$ cat src/rtl/fa_bist_pkg.sv
// Shared types and the golden full-adder model for the full-adder self-test sequencer.
package fa_bist_pkg;

    typedef enum logic [1:0] {
        IDLE = 2'd0,
        RUN  = 2'd1,
        DONE = 2'd2
    } state_e;

    localparam int NUM_VECTORS = 8;

    // Returns {carry, sum} for vector {a,b,c}.
    function automatic logic [1:0] fa_golden(input logic [2:0] vec);
        logic sum_bit;
        logic carry_bit;
        sum_bit   = ^vec;
        carry_bit = (vec[2] & vec[1]) | (vec[2] & vec[0]) | (vec[1] & vec[0]);
        return {carry_bit, sum_bit};
    endfunction

endpackage

$ cat src/rtl/fa_golden_check.sv
// Flags a mismatch between the observed full-adder outputs and the golden model.
module fa_golden_check
    import fa_bist_pkg::*;
(
    input  logic [2:0] vec,
    input  logic       f1,
    input  logic       f2,
    output logic       mismatch
);

    assign mismatch = (fa_golden(vec) != {f2, f1});

endmodule

$ cat src/rtl/full_adder_bist_seq.sv
// Clocked self-test sequencer: walks vectors 000..111, samples f1/f2 after a settle
// time and reports done/pass/err_count. Define FA_SEQ_FIRST_FAIL_EN to build first_fail capture.
module full_adder_bist_seq
    import fa_bist_pkg::*;
#(
    parameter int SETTLE_CYCLES = 4
) (
    input  logic       clk,
    input  logic       rst,
    input  logic       start,
    input  logic       f1,
    input  logic       f2,
    output logic       a,
    output logic       b,
    output logic       c,
    output logic       busy,
    output logic       done,
    output logic       pass,
    output logic [3:0] err_count,
    output logic [2:0] first_fail
);

    localparam logic [7:0] RELOAD   = 8'(SETTLE_CYCLES - 1);
    localparam logic [2:0] LAST_VEC = 3'(NUM_VECTORS - 1);

    state_e     state_q, state_d;
    logic [7:0] cnt_q, cnt_d;
    logic [2:0] vec_q, vec_d;
    logic [3:0] err_q, err_d;
    logic       busy_q, busy_d;
    logic       done_q, done_d;
    logic       pass_q, pass_d;
    logic       mismatch;
    logic       clr_run;
    logic       first_hit;

    fa_golden_check u_check (
        .vec      (vec_q),
        .f1       (f1),
        .f2       (f2),
        .mismatch (mismatch)
    );

    always_ff @(posedge clk or posedge rst) begin
        if (rst) begin
            state_q <= IDLE;
            cnt_q   <= '0;
            vec_q   <= '0;
            err_q   <= '0;
            busy_q  <= 1'b0;
            done_q  <= 1'b0;
            pass_q  <= 1'b0;
        end else begin
            state_q <= state_d;
            cnt_q   <= cnt_d;
            vec_q   <= vec_d;
            err_q   <= err_d;
            busy_q  <= busy_d;
            done_q  <= done_d;
            pass_q  <= pass_d;
        end
    end

    always_comb begin
        state_d   = state_q;
        cnt_d     = cnt_q;
        vec_d     = vec_q;
        err_d     = err_q;
        busy_d    = busy_q;
        done_d    = done_q;
        pass_d    = pass_q;
        clr_run   = 1'b0;
        first_hit = 1'b0;
        case (state_q)
            IDLE, DONE: begin
                if (start) begin
                    state_d = RUN;
                    cnt_d   = RELOAD;
                    vec_d   = '0;
                    err_d   = '0;
                    busy_d  = 1'b1;
                    done_d  = 1'b0;
                    pass_d  = 1'b0;
                    clr_run = 1'b1;
                end
            end
            RUN: begin
                if (cnt_q != 8'd0) begin
                    cnt_d = cnt_q - 8'd1;
                end else begin
                    // Sample edge: score this vector, then advance or finish.
                    err_d     = err_q + {3'b000, mismatch};
                    first_hit = mismatch && (err_q == 4'd0);
                    if (vec_q != LAST_VEC) begin
                        vec_d = vec_q + 3'd1;
                        cnt_d = RELOAD;
                    end else begin
                        state_d = DONE;
                        vec_d   = '0;
                        busy_d  = 1'b0;
                        done_d  = 1'b1;
                        pass_d  = (err_d == 4'd0);
                    end
                end
            end
            default: state_d = IDLE;
        endcase
    end

`ifdef FA_SEQ_FIRST_FAIL_EN
    logic [2:0] ff_q;

    always_ff @(posedge clk or posedge rst) begin
        if (rst)            ff_q <= '0;
        else if (clr_run)   ff_q <= '0;
        else if (first_hit) ff_q <= vec_q;
    end

    assign first_fail = ff_q;
`else
    logic unused_ff;
    assign unused_ff  = clr_run ^ first_hit;
    assign first_fail = 3'd0;
`endif

    assign {a, b, c}  = vec_q;
    assign busy       = busy_q;
    assign done       = done_q;
    assign pass       = pass_q;
    assign err_count  = err_q;

endmodule

$ cat config.mk
export PLATFORM = sky130hd
export DESIGN_NAME = full_adder_bist_seq
export DESIGN_NICKNAME = d
export VERILOG_FILES = /design/src/rtl/fa_bist_pkg.sv /design/src/rtl/fa_golden_check.sv /design/src/rtl/full_adder_bist_seq.sv
export SDC_FILE = /design/constraint.sdc
export NUM_CORES = 1
export LEC_CHECK = 0
export BUFFER_PORTS_ARGS = -buffer_cell sky130_fd_sc_hd__clkbuf_2
export CAP_MARGIN = 15
export CORE_MARGIN = 2
export CORE_UTILIZATION = 59
export CTS_CLUSTER_DIAMETER = 200
export DETAILED_ROUTE_END_ITERATION = 10
export PLACE_DENSITY_LB_ADDON = 0.15
export SETUP_SLACK_MARGIN = 0.02
export SLEW_MARGIN = 20
export SYNTH_ARGS = -nofsm -noshare
export SYNTH_HDL_FRONTEND = slang
export SYNTH_HIERARCHICAL = 1
export SYNTH_SLANG_ARGS = --single-unit
$ cat constraint.sdc
create_clock -name clk -period 5.55 [get_ports clk]
set_input_delay 0.2775 -clock clk [delete_from_list [all_inputs] [get_ports clk]]
set_output_delay 0.2775 -clock clk [all_outputs]
set_load 0.1 [all_outputs]
[Word-level counts from Yosys, hierarchy flattened]
Index checks and enable logic that the tools add are counted.
Cells by class
  reductions and logical operators: 10
  equal/unequal tests: 8
  bitwise gates (word level): 5
  add/sub/neg operators: 3
  mux-type cells: 26
Operator list (number)
  8-bit 2-to-1 mux: 3
  8-bit case mux with 2 select lines: 1
  3-bit 2-to-1 mux: 3
  3-bit AND reduction: 3
  1-bit 2-to-1 mux: 8
  4-bit 2-to-1 mux: 2
  4-bit case mux with 2 select lines: 1
  8-bit nonzero test: 1
  8-bit by 1-bit subtractor with 8-bit output, second input constant: 1
  2-bit 2-to-1 mux: 3
  2-bit inequality test, second input constant: 3
  3-bit inequality test, second input constant: 2
  1-bit case mux with 2 select lines: 3
  3-bit case mux with 2 select lines: 1
  4-bit by 1-bit adder with 4-bit output: 1
  4-bit zero test: 1
  2-bit case mux with 2 select lines: 1
  4-bit AND reduction: 1
  3-bit by 1-bit adder with 3-bit output, second input constant: 1
  1-bit bitwise AND: 3
  3-bit parity: 1
  2-bit by 1-bit == test with 1-bit output, second input constant: 1
  2-bit == test, second input constant: 1
  2-bit zero test: 1
  4 further kinds: 5
Storage, ports and cells
  word-level logic and storage cells: 59
  output and inout port bits: 13
  register bits after elaboration: 20

[Longest topological paths before layout]
Gate-level depths: netlist of the first run.
  word-level depth: 9
  depth in mapped cells: 9

[Hierarchy]
The synthesis of the first run kept the hierarchy.
By module, submodules not included
  full_adder_bist_seq: area each 1092.3 sq um, cells an instance 114, instances 1
  fa_golden_check: area each 41.3 sq um, cells an instance 4, instances 1

[Least setup slack after synthesis of the first run]
OpenSTA, ideal clock, no wires.
  kind: reg-to-reg
  start point: reg vec_q[0]
  end point: reg pass_q, in the netlist pass
  clock period less this slack: 2.827 ns
  buffers on the path: 0
  data required time: 5.440 ns
  stages on the path, launching flop included: 10
  data arrival time: 2.717 ns
  path slack: 2.723 ns
  cells stage by stage: dfrtp_1 fa_1 xnor2_1 nand2_1 ha_1 ha_1 nor2_1 a21oi_1 o22a_1 o41ai_1
Between the ends
  cells in the longest elaborated chain, start to end: 9
  elaborated cells on any way between the ends: 14
RTL lines
  start: declaration: RTL line full_adder_bist_seq.sv:28  | logic [2:0] vec_q, vec_d;
  start signal: assignment: RTL line full_adder_bist_seq.sv:56  | vec_q <= vec_d;
  1-bit bitwise AND: RTL line fa_bist_pkg.sv:17  | carry_bit = (vec[2] & vec[1]) | (vec[2] & vec[0]) | (vec[1] & vec[0]);
  1-bit bitwise OR (2 in a row): RTL line fa_bist_pkg.sv:17
  2-bit inequality test (*): RTL line fa_golden_check.sv:11  | assign mismatch = (fa_golden(vec) != {f2, f1});
  named net mismatch: RTL line full_adder_bist_seq.sv:33  | logic mismatch;
  4-bit by 1-bit adder with 4-bit output (*): RTL line full_adder_bist_seq.sv:92  | err_d = err_q + {3'b000, mismatch};
  4-bit zero test (*): RTL line full_adder_bist_seq.sv:102  | pass_d = (err_d == 4'd0);
  1-bit 2-to-1 mux (*): RTL line full_adder_bist_seq.sv:94  | if (vec_q != LAST_VEC) begin
  1-bit 2-to-1 mux (*): RTL line full_adder_bist_seq.sv:88  | if (cnt_q != 8'd0) begin
  1-bit case mux with 2 select lines (*): RTL line full_adder_bist_seq.sv:74  | case (state_q)
  end signal: assignment: RTL line full_adder_bist_seq.sv:60  | pass_q <= pass_d;
  end: declaration: RTL line full_adder_bist_seq.sv:32  | logic pass_q, pass_d;
The timed path passes the listed nets; every way through them passes the cells marked *. The select of a mux whose other input is x is not followed.
A chain may end at the register's enable or synchronous reset.

[Final worst setup path of the first run]
Same ends and word-level chain as after synthesis.

==> results of run 1 <==
[path summary, 6_finish.rpt]
kind,start,endpoint,slack [ns],cells past startpoint
max,vec_q[0],pass,3.18,9
min,rst,err_count[0],0.07,2
max reg2reg,vec_q[0],pass,3.18,9
min reg2reg,done,done,0.50,2
max in group asynchronous,rst,cnt_q[5],5.00,2
min in group clk,start,state_q[1],0.18,2
[critical path, cell delays in order (launching register included)]
cell	delay, ns
dfrtp_1	0.46
fa_1	0.57
xnor2_1	0.13
nand2_1	0.07
ha_1	0.22
ha_1	0.24
nor2_1	0.11
a21oi_1	0.05
o22a_1	0.19
o41ai_1	0.23
[cell type report]
class / count / area (um2)
Multi-Input combinational cell: 89 / 587
Clock buffer: 4 / 36.3
Fill cell: 151 / 517
Sequential cell: 20 / 500
Timing Repair Buffer: 14 / 70.1
Tap cell: 25 / 31.3
Inverter: 6 / 22.5
[cells by family after synthesis]
logic type,after synthesis
compound gates,23
xor+xnor,4
flops,20
simple gates,50
buf+inv,11
other cells,1
fa+ha+maj,7
mux,2
[metrics by stage]
stage	hold slack, ns	cell area [um2]	setup slack [ns]
2_1_floorplan	0.241	1140	2.72
3_3_place_gp	0.421	1210	3.28
3_5_place_dp	0.429	1210	3.14
4_1_cts	0.0958	1250	3.16
5_1_grt	0.154	1250	2.99
6_report	0.0715	1250	3.18
[power by group through the flow]
stage	logic (mW)	clock network [mW]	registers (mW)
after floorplan	0.179	0	0.360
after detailed placement	0.350	0	0.253
after CTS	0.350	0.0868	0.250
final	0.347	0.0837	0.250
after global routing	0.381	0.0930	0.258
after global placement	0.339	0	0.248
[cell usage in the layout (no fill, tap or decap), types with 2 or more instances in the layout]
| master | n |
|---|---|
| ha_1 | 6 |
| nor2b_1 | 3 |
| clkbuf_4 | 3 |
| xnor2_1 | 4 |
| nand4_1 | 2 |
| a31oi_1 | 2 |
| nand2_1 | 17 |
| nor3_1 | 3 |
| o21ai_0 | 6 |
| inv_1 | 6 |
| clkbuf_2 | 14 |
| conb_1 | 3 |
| dfrtp_1 | 20 |
| or2_2 | 2 |
| nand3_1 | 8 |
| nand2b_1 | 3 |
| o31ai_1 | 2 |
| mux2i_1 | 2 |
| a21oi_1 | 4 |
| nor2_1 | 7 |
[layer usage]
| metal | up-vias | GRT usage [%] | part of all wire (%) |
|---|---|---|---|
| met4 | 0 | 10.8 | 1.8 |
| li1 | 438 | - | - |
| met5 | - | 0 | 0 |
| met2 | 19 | 36.8 | 48 |
| met1 | 422 | 30.0 | 46 |
| met3 | 6 | 2.26 | 3.7 |
[flip-flops by register name, summed over array words and instances, names as in the netlist]
name / count
busy: 1
cnt_q: 8
done: 1
err_count: 4
pass: 1
state_q: 2
vec_q: 3
==> impl_metrics.ini, run 1 <==
[clocking]
cts_hold_buf = 0
cts_buffers = 3
clockBufferDepth = 2
cts_sinks = 20
cts_tree = done
clock_latency_ns = 0.30
postCtsSetupRepairBufs = 0
clock-root-buffer = clkbuf_4
clk_pin_slew_ns = 0.11
h-tree-depth = 1
cts-resized-gates = 0

[logic_synthesis]
synth-seq-area-share_pct = 44.2
yosysWarnings = 6
synth_area_leader_cell = dfrtp_1
synth.most_common_cell = dfrtp_1
synth.distinct_cells = 36
synth_edf_count = 0
synth_top_family_by_area = simple AND/OR/NAND/NOR gates
synthMuxAreaShare_pct = 1.77
synth.top_cells.by_area = dfrtp_1 (44%), ha_1 (6.6%), nand2_1 (5.6%), nand3_1 (3.5%), xnor2_1 (3.1%)
synth_top_area_share_pct = 44.2
synth_area_um2 = 1130
synth-xor-area-share_pct = 3.09
yosys.area_share.adder_pct = 8.39
synthTopCellsByCount = dfrtp_1 (20), nand2_1 (17), nand3_1 (8)
synth_simple_gate_area_share_pct = 23.3
synth_cells = 118
avgSynthCellArea_um2 = 9.61
synth-async-reset-ratio_pct = 100
ys_seq_elements = 20
synthFlopType = dfrtp_1
synth-compound-area-share_pct = 14.2

[critical_path]
path_class = reg2reg
crit_arrival_ns = 2.57
crit_required_ns = 5.75
setup.worst_path.start_class = flip-flop
crit_path_end_kind = flip-flop
cp_max_fo = 5

[final_layout]
fin_nets = 146
final_cells = 158
diodes = 0
syn_to_final_growth_pct = 10.0
fin_util_pct = 70.7
drive_above_1_share_pct = 18.0

[floorplanning]
die_w_um = 47.8
initial_utilization_pct = 64.3
dieHeight_um = 47.8
rows = 15
pin_count = 18
die-area_um2 = 2290
core_area_um2 = 1760

[power_and_ir_drop]
switching_power_mw = 0.347
power.share.switching_pct = 51.0
power_mw = 0.681
power.density_nw_per_um2 = 546
seq_power_share_pct = 36.7
pwr-share-comb_pct = 51.0
vdd_drop_max_mv = 0.336
p_int_mw = 0.333
p_leak_nw = 0.594
clockPowerShare_pct = 12.3

[sta]
min_period_ns = 2.37
max_freq_mhz = 421
tns_ns = 0
final_hold_viol_count = 0
drv_slew = 0
skew_ns = 0.00704
max_slew.worst_pin.slew_ns = 0.755
finalSetupViolations = 0
period_share_pct = 42.8
slew_headroom_pct = 49.6
rsz0062_at_grt = false

[drt]
ant_nets = 0
vias = 885
route.detailed.drc = 0
wl_per_cell_um = 13.3
drtPass1Iterations = 4
drt_wl_total_um = 2110
via_per_inst = 5.60
drt_iter0_drc = 14

[grt]
antenna_found_initial = 0
grt_max_degree = 21
grt_remaining_overflow = 0
grt_pass1_wl_um = 3600
grt_usage_pct = 22.5
first_global_vias = 873

[placed_design]
place_congestion = 0.778
place_hpwl_um = 1650
dp_cells = 154
numPortBuffers = 14

[run]
cap_violations = 0

[outcome]
status = finished, final reports clean

[worst_hold_path]
hp-class = in2async
Power figures use the tool's default switching activity.
==> run 2: changes to the inputs <==
--- a/config.mk
+++ b/config.mk
@@ -8,7 +8,7 @@
 export BUFFER_PORTS_ARGS = -buffer_cell sky130_fd_sc_hd__clkbuf_2
 export CAP_MARGIN = 15
 export CORE_MARGIN = 2
-export CORE_UTILIZATION = 59
+export CORE_UTILIZATION = 55
 export CTS_CLUSTER_DIAMETER = 200
 export DETAILED_ROUTE_END_ITERATION = 10
 export PLACE_DENSITY_LB_ADDON = 0.15
==> constraint.sdc (replaced) <==
create_clock -name clk -period 2.2 [get_ports clk]
set_input_delay 0.11 -clock clk [delete_from_list [all_inputs] [get_ports clk]]
set_output_delay 0.11 -clock clk [all_outputs]
set_load 0.1 [all_outputs]
==> impl_metrics.ini, run 2 (synthesized netlist as in run 1, its figures left out) <==
[critical_path]
worst_r2r_path_depth = 9
r2r_start = vec_q[1]
ff2ff_setup_slack_ns = -0.09
cp_max_fo = 4
setup.worst_path.start_class = flip-flop
path_class = reg2reg
crit_arrival_ns = 2.49
startpoint = vec_q[1]
crit_path_end_kind = flip-flop
reg2reg_to = pass
crit_required_ns = 2.40

[grt]
grt_use_met3_pct = 5.52
grt_remaining_overflow = 0
top_usage_layer = met2
first_global_vias = 952
grt_usage_pct = 21.9
grt_max_degree = 21
use_met2_pct = 38.7
antenna_found_initial = 0
met1_usage_pct = 25.3
grt_pass1_wl_um = 4090

[sta]
slew_headroom_pct = 49.5
tns_ns = -0.0910
max_freq_mhz = 436
finalSetupViolations = 1
max_slew.worst_pin.slew_ns = 0.757
period_share_pct = 104
skew_ns = 0.0111
worst_slack_ns = -0.0910
rsz0062_at_grt = true
min_period_ns = 2.29
final_hold_viol_count = 0
drv_slew = 0

[final_layout]
diodes = 0
multi_input_area_um2 = 642
largest_reg_flops = 8
final_cell_mix = dfrtp_1 (17), nand2_1 (16), clkbuf_2 (14), nand3_1 (8), buf_4 (8)
drive_above_1_share_pct = 28.2
nFillCells = 163
ff_latch_area_um2 = 512
largest_register = cnt_q
fin_area_um2 = 1380
syn_to_final_growth_pct = 21.4
fin_nets = 155
final_common_cell = dfrtp_1

[drt]
drt_wl_total_um = 2360
drtPass1Iterations = 4
wl_per_cell_um = 13.9
drt_iter0_drc = 11
ant_nets = 0
vias = 935
via_per_inst = 5.53
route.detailed.drc = 0

[worst_hold_path]
worstHoldEndpoint = state_q[1]
min_from = start
hold_depth = 2
hp-class = in2reg

[clocking]
clk_pin_slew_ns = 0.12
cts_sinks = 20
h-tree-depth = 1
cts_tree = done
clock-root-buffer = clkbuf_4
clock_latency_ns = 0.31
cts_buffers = 3
clockBufferDepth = 2

[floorplanning]
initial_utilization_pct = 57.8
die_w_um = 49.4
rows = 16
die-area_um2 = 2440
dieHeight_um = 49.4
core_area_um2 = 1960
pin_count = 18

[placed_design]
numPortBuffers = 14
place_congestion = 0.778
place_hpwl_um = 1690
dp_slack_ns = -0.158
place_area_um2 = 1280

[outcome]
violations = setup timing
status = complete, but fails checks

[power_and_ir_drop]
vdd_drop_max_mv = 1.10
power.density_nw_per_um2 = 1360
p_leak_nw = 0.637

[run]
cap_violations = 0
==> run 2: cell count changes in the layout (fill, tap and decap cells not counted), sizes merged <==
cell,previous run,this run
dlygate4sd3,0,1
buf,0,8
==> run 2: final cells by class <==
type	instances	area share (%)
clock buffer	4	1.91
inverter	6	1.64
multi-input combinational	89	46.6
sequential	20	37.2
tap	27	2.45
timing repair buffer	23	10.2
==> run 2: per-stage QoR <==
stage               hold WS [ns]  std cells  util (%)  total power [mW]
floorplan                 0.0739        120         -              1.38
global placement           0.254        163      65.4              1.56
detailed placement         0.261        163      65.4              1.60
CTS                      0.00113        169      69.0              1.85
global route              0.0327        169      70.2              2.01
finish                   0.00992        169      70.2              1.88
==> run 2: worst max path at each step <==
stage / cells after the start / end / slack [ns]
after floorplan: 9 / pass / -0.19
after global placement: 9 / pass / -0.02
after detailed placement: 9 / pass / -0.16
after CTS: 9 / pass / -0.11
after global routing: 9 / pass / -0.18
final: 9 / pass / -0.09
==> run 2: repair_timing <==
| action | in CTS | in global routing |
|---|---|---|
| pin swaps | 5 | 3 |
| hold buffers | 1 | 0 |
| resized for setup | 4 | 4 |
| gates cloned | 0 | 0 |
| buffers inserted | 1 | 0 |
| endpoints found under the hold margin | 20 | 0 |
| endpoints found under the setup margin | 1 | 3 |
==> run 2: layer usage <==
layer  share of wire (%)  up-vias
li1                    -      457
met3                 3.7        2
met5                   0        -
met2                  51       20
met1                  44      456
met4                0.89        0
==> run 2: critical path: stages (launching register included) <==
cell and delay (ns):
dfrtp_4 0.50, fa_1 0.56, xnor2_1 0.14, nand2_1 0.12, ha_4 0.19, ha_4 0.17, nor2_2 0.07, a21oi_1 0.05
o22a_1 0.20, o41ai_2 0.19
==> run 2: power breakdown <==
part / total, mW / internal [mW] / switching, mW
logic: 1.05 / 0.362 / 0.686
clock network: 0.183 / 0.0707 / 0.113
registers: 0.644 / 0.494 / 0.149
==> run 3: changes to the inputs <==
--- a/config.mk
+++ b/config.mk
@@ -12,6 +12,7 @@
 export CTS_CLUSTER_DIAMETER = 200
 export DETAILED_ROUTE_END_ITERATION = 10
 export PLACE_DENSITY_LB_ADDON = 0.15
+export RECOVER_POWER = 50
 export SETUP_SLACK_MARGIN = 0.02
 export SLEW_MARGIN = 20
 export SYNTH_ARGS = -nofsm -noshare
==> impl_metrics.ini, run 3 (synthesized netlist as in run 1, its figures left out) <==
[outcome]
status = complete, but fails checks
violations = setup timing

[clocking]
clock-root-buffer = clkbuf_4
clockBufferDepth = 2
clock_latency_ns = 0.31
h-tree-depth = 1
clk_pin_slew_ns = 0.12
cts_tree = done
cts_sinks = 20
cts_buffers = 3

[critical_path]
cp_top_family = adder cells
slowest_delay_ns = 0.56
crit_arrival_ns = 2.49
crit_required_ns = 2.40
crit_path_end_kind = flip-flop
cp.buffers_inverters = 0
cp_max_fo = 4
setup.worst_path.start_class = flip-flop
slowest_stage = fa_1
path_class = reg2reg
cpMostUsedCell = ha_4
path_cells = fa_1 -> xnor2_1 -> nand2_1 -> ha_4 -> ha_4 -> nor2_2 -> a21oi_1 -> o22a_1 -> o41ai_2

[sta]
slew_headroom_pct = 22.5
rsz0062_at_grt = true
finalSetupViolations = 1
tns_ns = -0.0909
period_share_pct = 104
min_period_ns = 2.29
worst_slack_ns = -0.0909
skew_ns = 0.0111
final_hold_viol_count = 0
max_freq_mhz = 437
drv_slew = 0
max_slew.worst_pin.slew_ns = 1.17

[drt]
drt_iter0_drc = 11
drt_wl_total_um = 2360
drt-met1-wl_um = 1040
route.detailed.drc = 0
wl_per_cell_um = 14.0
dr.max_layer_used = met4
ant_nets = 0
drtPass1Iterations = 4
vias = 935
wl_met3_um = 85
met2_length_um = 1210
via_per_inst = 5.53

[grt]
first_global_vias = 952
grt_max_degree = 21
antenna_found_initial = 0
grt_pass1_wl_um = 4090
grt_remaining_overflow = 0
grt_usage_pct = 21.9

[floorplanning]
die_w_um = 49.4
core_area_um2 = 1960
rows = 16
initial_utilization_pct = 57.8
die-area_um2 = 2440
pin_count = 18
dieHeight_um = 49.4

[placed_design]
place_hpwl_um = 1690
dp_cells = 163
numPortBuffers = 14
place_congestion = 0.778
dp_slack_ns = -0.158

[power_and_ir_drop]
power.density_nw_per_um2 = 1370
vdd_drop_max_mv = 1.10
p_leak_nw = 0.624

[final_layout]
nFillCells = 167
final_common_cell = dfrtp_1
diodes = 0
final_cell_mix = dfrtp_1 (17), nand2_1 (16), clkbuf_2 (10), nand3_1 (8), buf_4 (8)
fin_util_pct = 69.9
final_cells = 169
syn_to_final_growth_pct = 21.0
largest_register = cnt_q
fin_nets = 155
drive_above_1_share_pct = 25.4
largest_reg_flops = 8

[worst_hold_path]
hp-class = in2reg

[run]
cap_violations = 0
[run 3: cell types whose count changed in the layout (fill, tap and decap cells not counted)]
| cell | delta |
|---|---|
| clkbuf_1 | +4 |
| clkbuf_2 | -4 |
[run 3: power breakdown]
group	internal (mW)	switching [mW]
sequential	0.494	0.149
combinational	0.361	0.686
clock	0.0707	0.113
[run 3: repair_timing]
action / CTS / global route
hold buffers: 1 / 0
pin swaps: 5 / 3
buffers inserted: 1 / 0
endpoints found under the setup margin: 1 / 3
resized for setup: 4 / 4
endpoints found under the hold margin: 20 / 0
[run 3: final cells by class]
| class | count | area [um2] | share of cell area [%] |
|---|---|---|---|
| sequential | 20 | 512 | 37.3 |
| timing repair buffer | 23 | 135 | 9.85 |
| multi-input combinational | 89 | 642 | 46.8 |
| clock buffer | 4 | 26.3 | 1.92 |
| tap | 27 | 33.8 | 2.46 |
| inverter | 6 | 22.5 | 1.64 |
[run 3: final timing paths]
check	from	to	slack [ns]	cells past startpoint
max	vec_q[1]	pass	-0.09	9
min	start	state_q[1]	0.01	2
max reg2reg	vec_q[1]	pass	-0.09	9
min reg2reg	done	done	0.50	2
max in group asynchronous	rst	vec_q[0]	1.20	3
min in group asynchronous	rst	done	0.45	3
[run 3: worst register-to-register path, cell delays in order (launching register included)]
cell     delay, ns
dfrtp_4       0.50
fa_1          0.56
xnor2_1       0.14
nand2_1       0.12
ha_4          0.19
ha_4          0.17
nor2_2        0.07
a21oi_1       0.05
o22a_1        0.20
o41ai_2       0.19
[run 3: per-layer routing]
metal,track usage (%),vias to the layer above
met1,25.3,456
met5,0,-
met3,5.52,2
li1,-,457
met2,38.7,20
met4,8.33,0
[run 3: per-stage QoR]
| stage | instance area, um2 | power [mW] | hold slack, ns |
|---|---|---|---|
| floorplan | 1160 | 1.38 | 0.0739 |
| global placement | 1280 | 1.56 | 0.254 |
| detailed placement | 1280 | 1.60 | 0.261 |
| CTS | 1350 | 1.85 | 0.00113 |
| global route | 1370 | 2.01 | 0.0327 |
| finish | 1370 | 1.87 | 0.00992 |
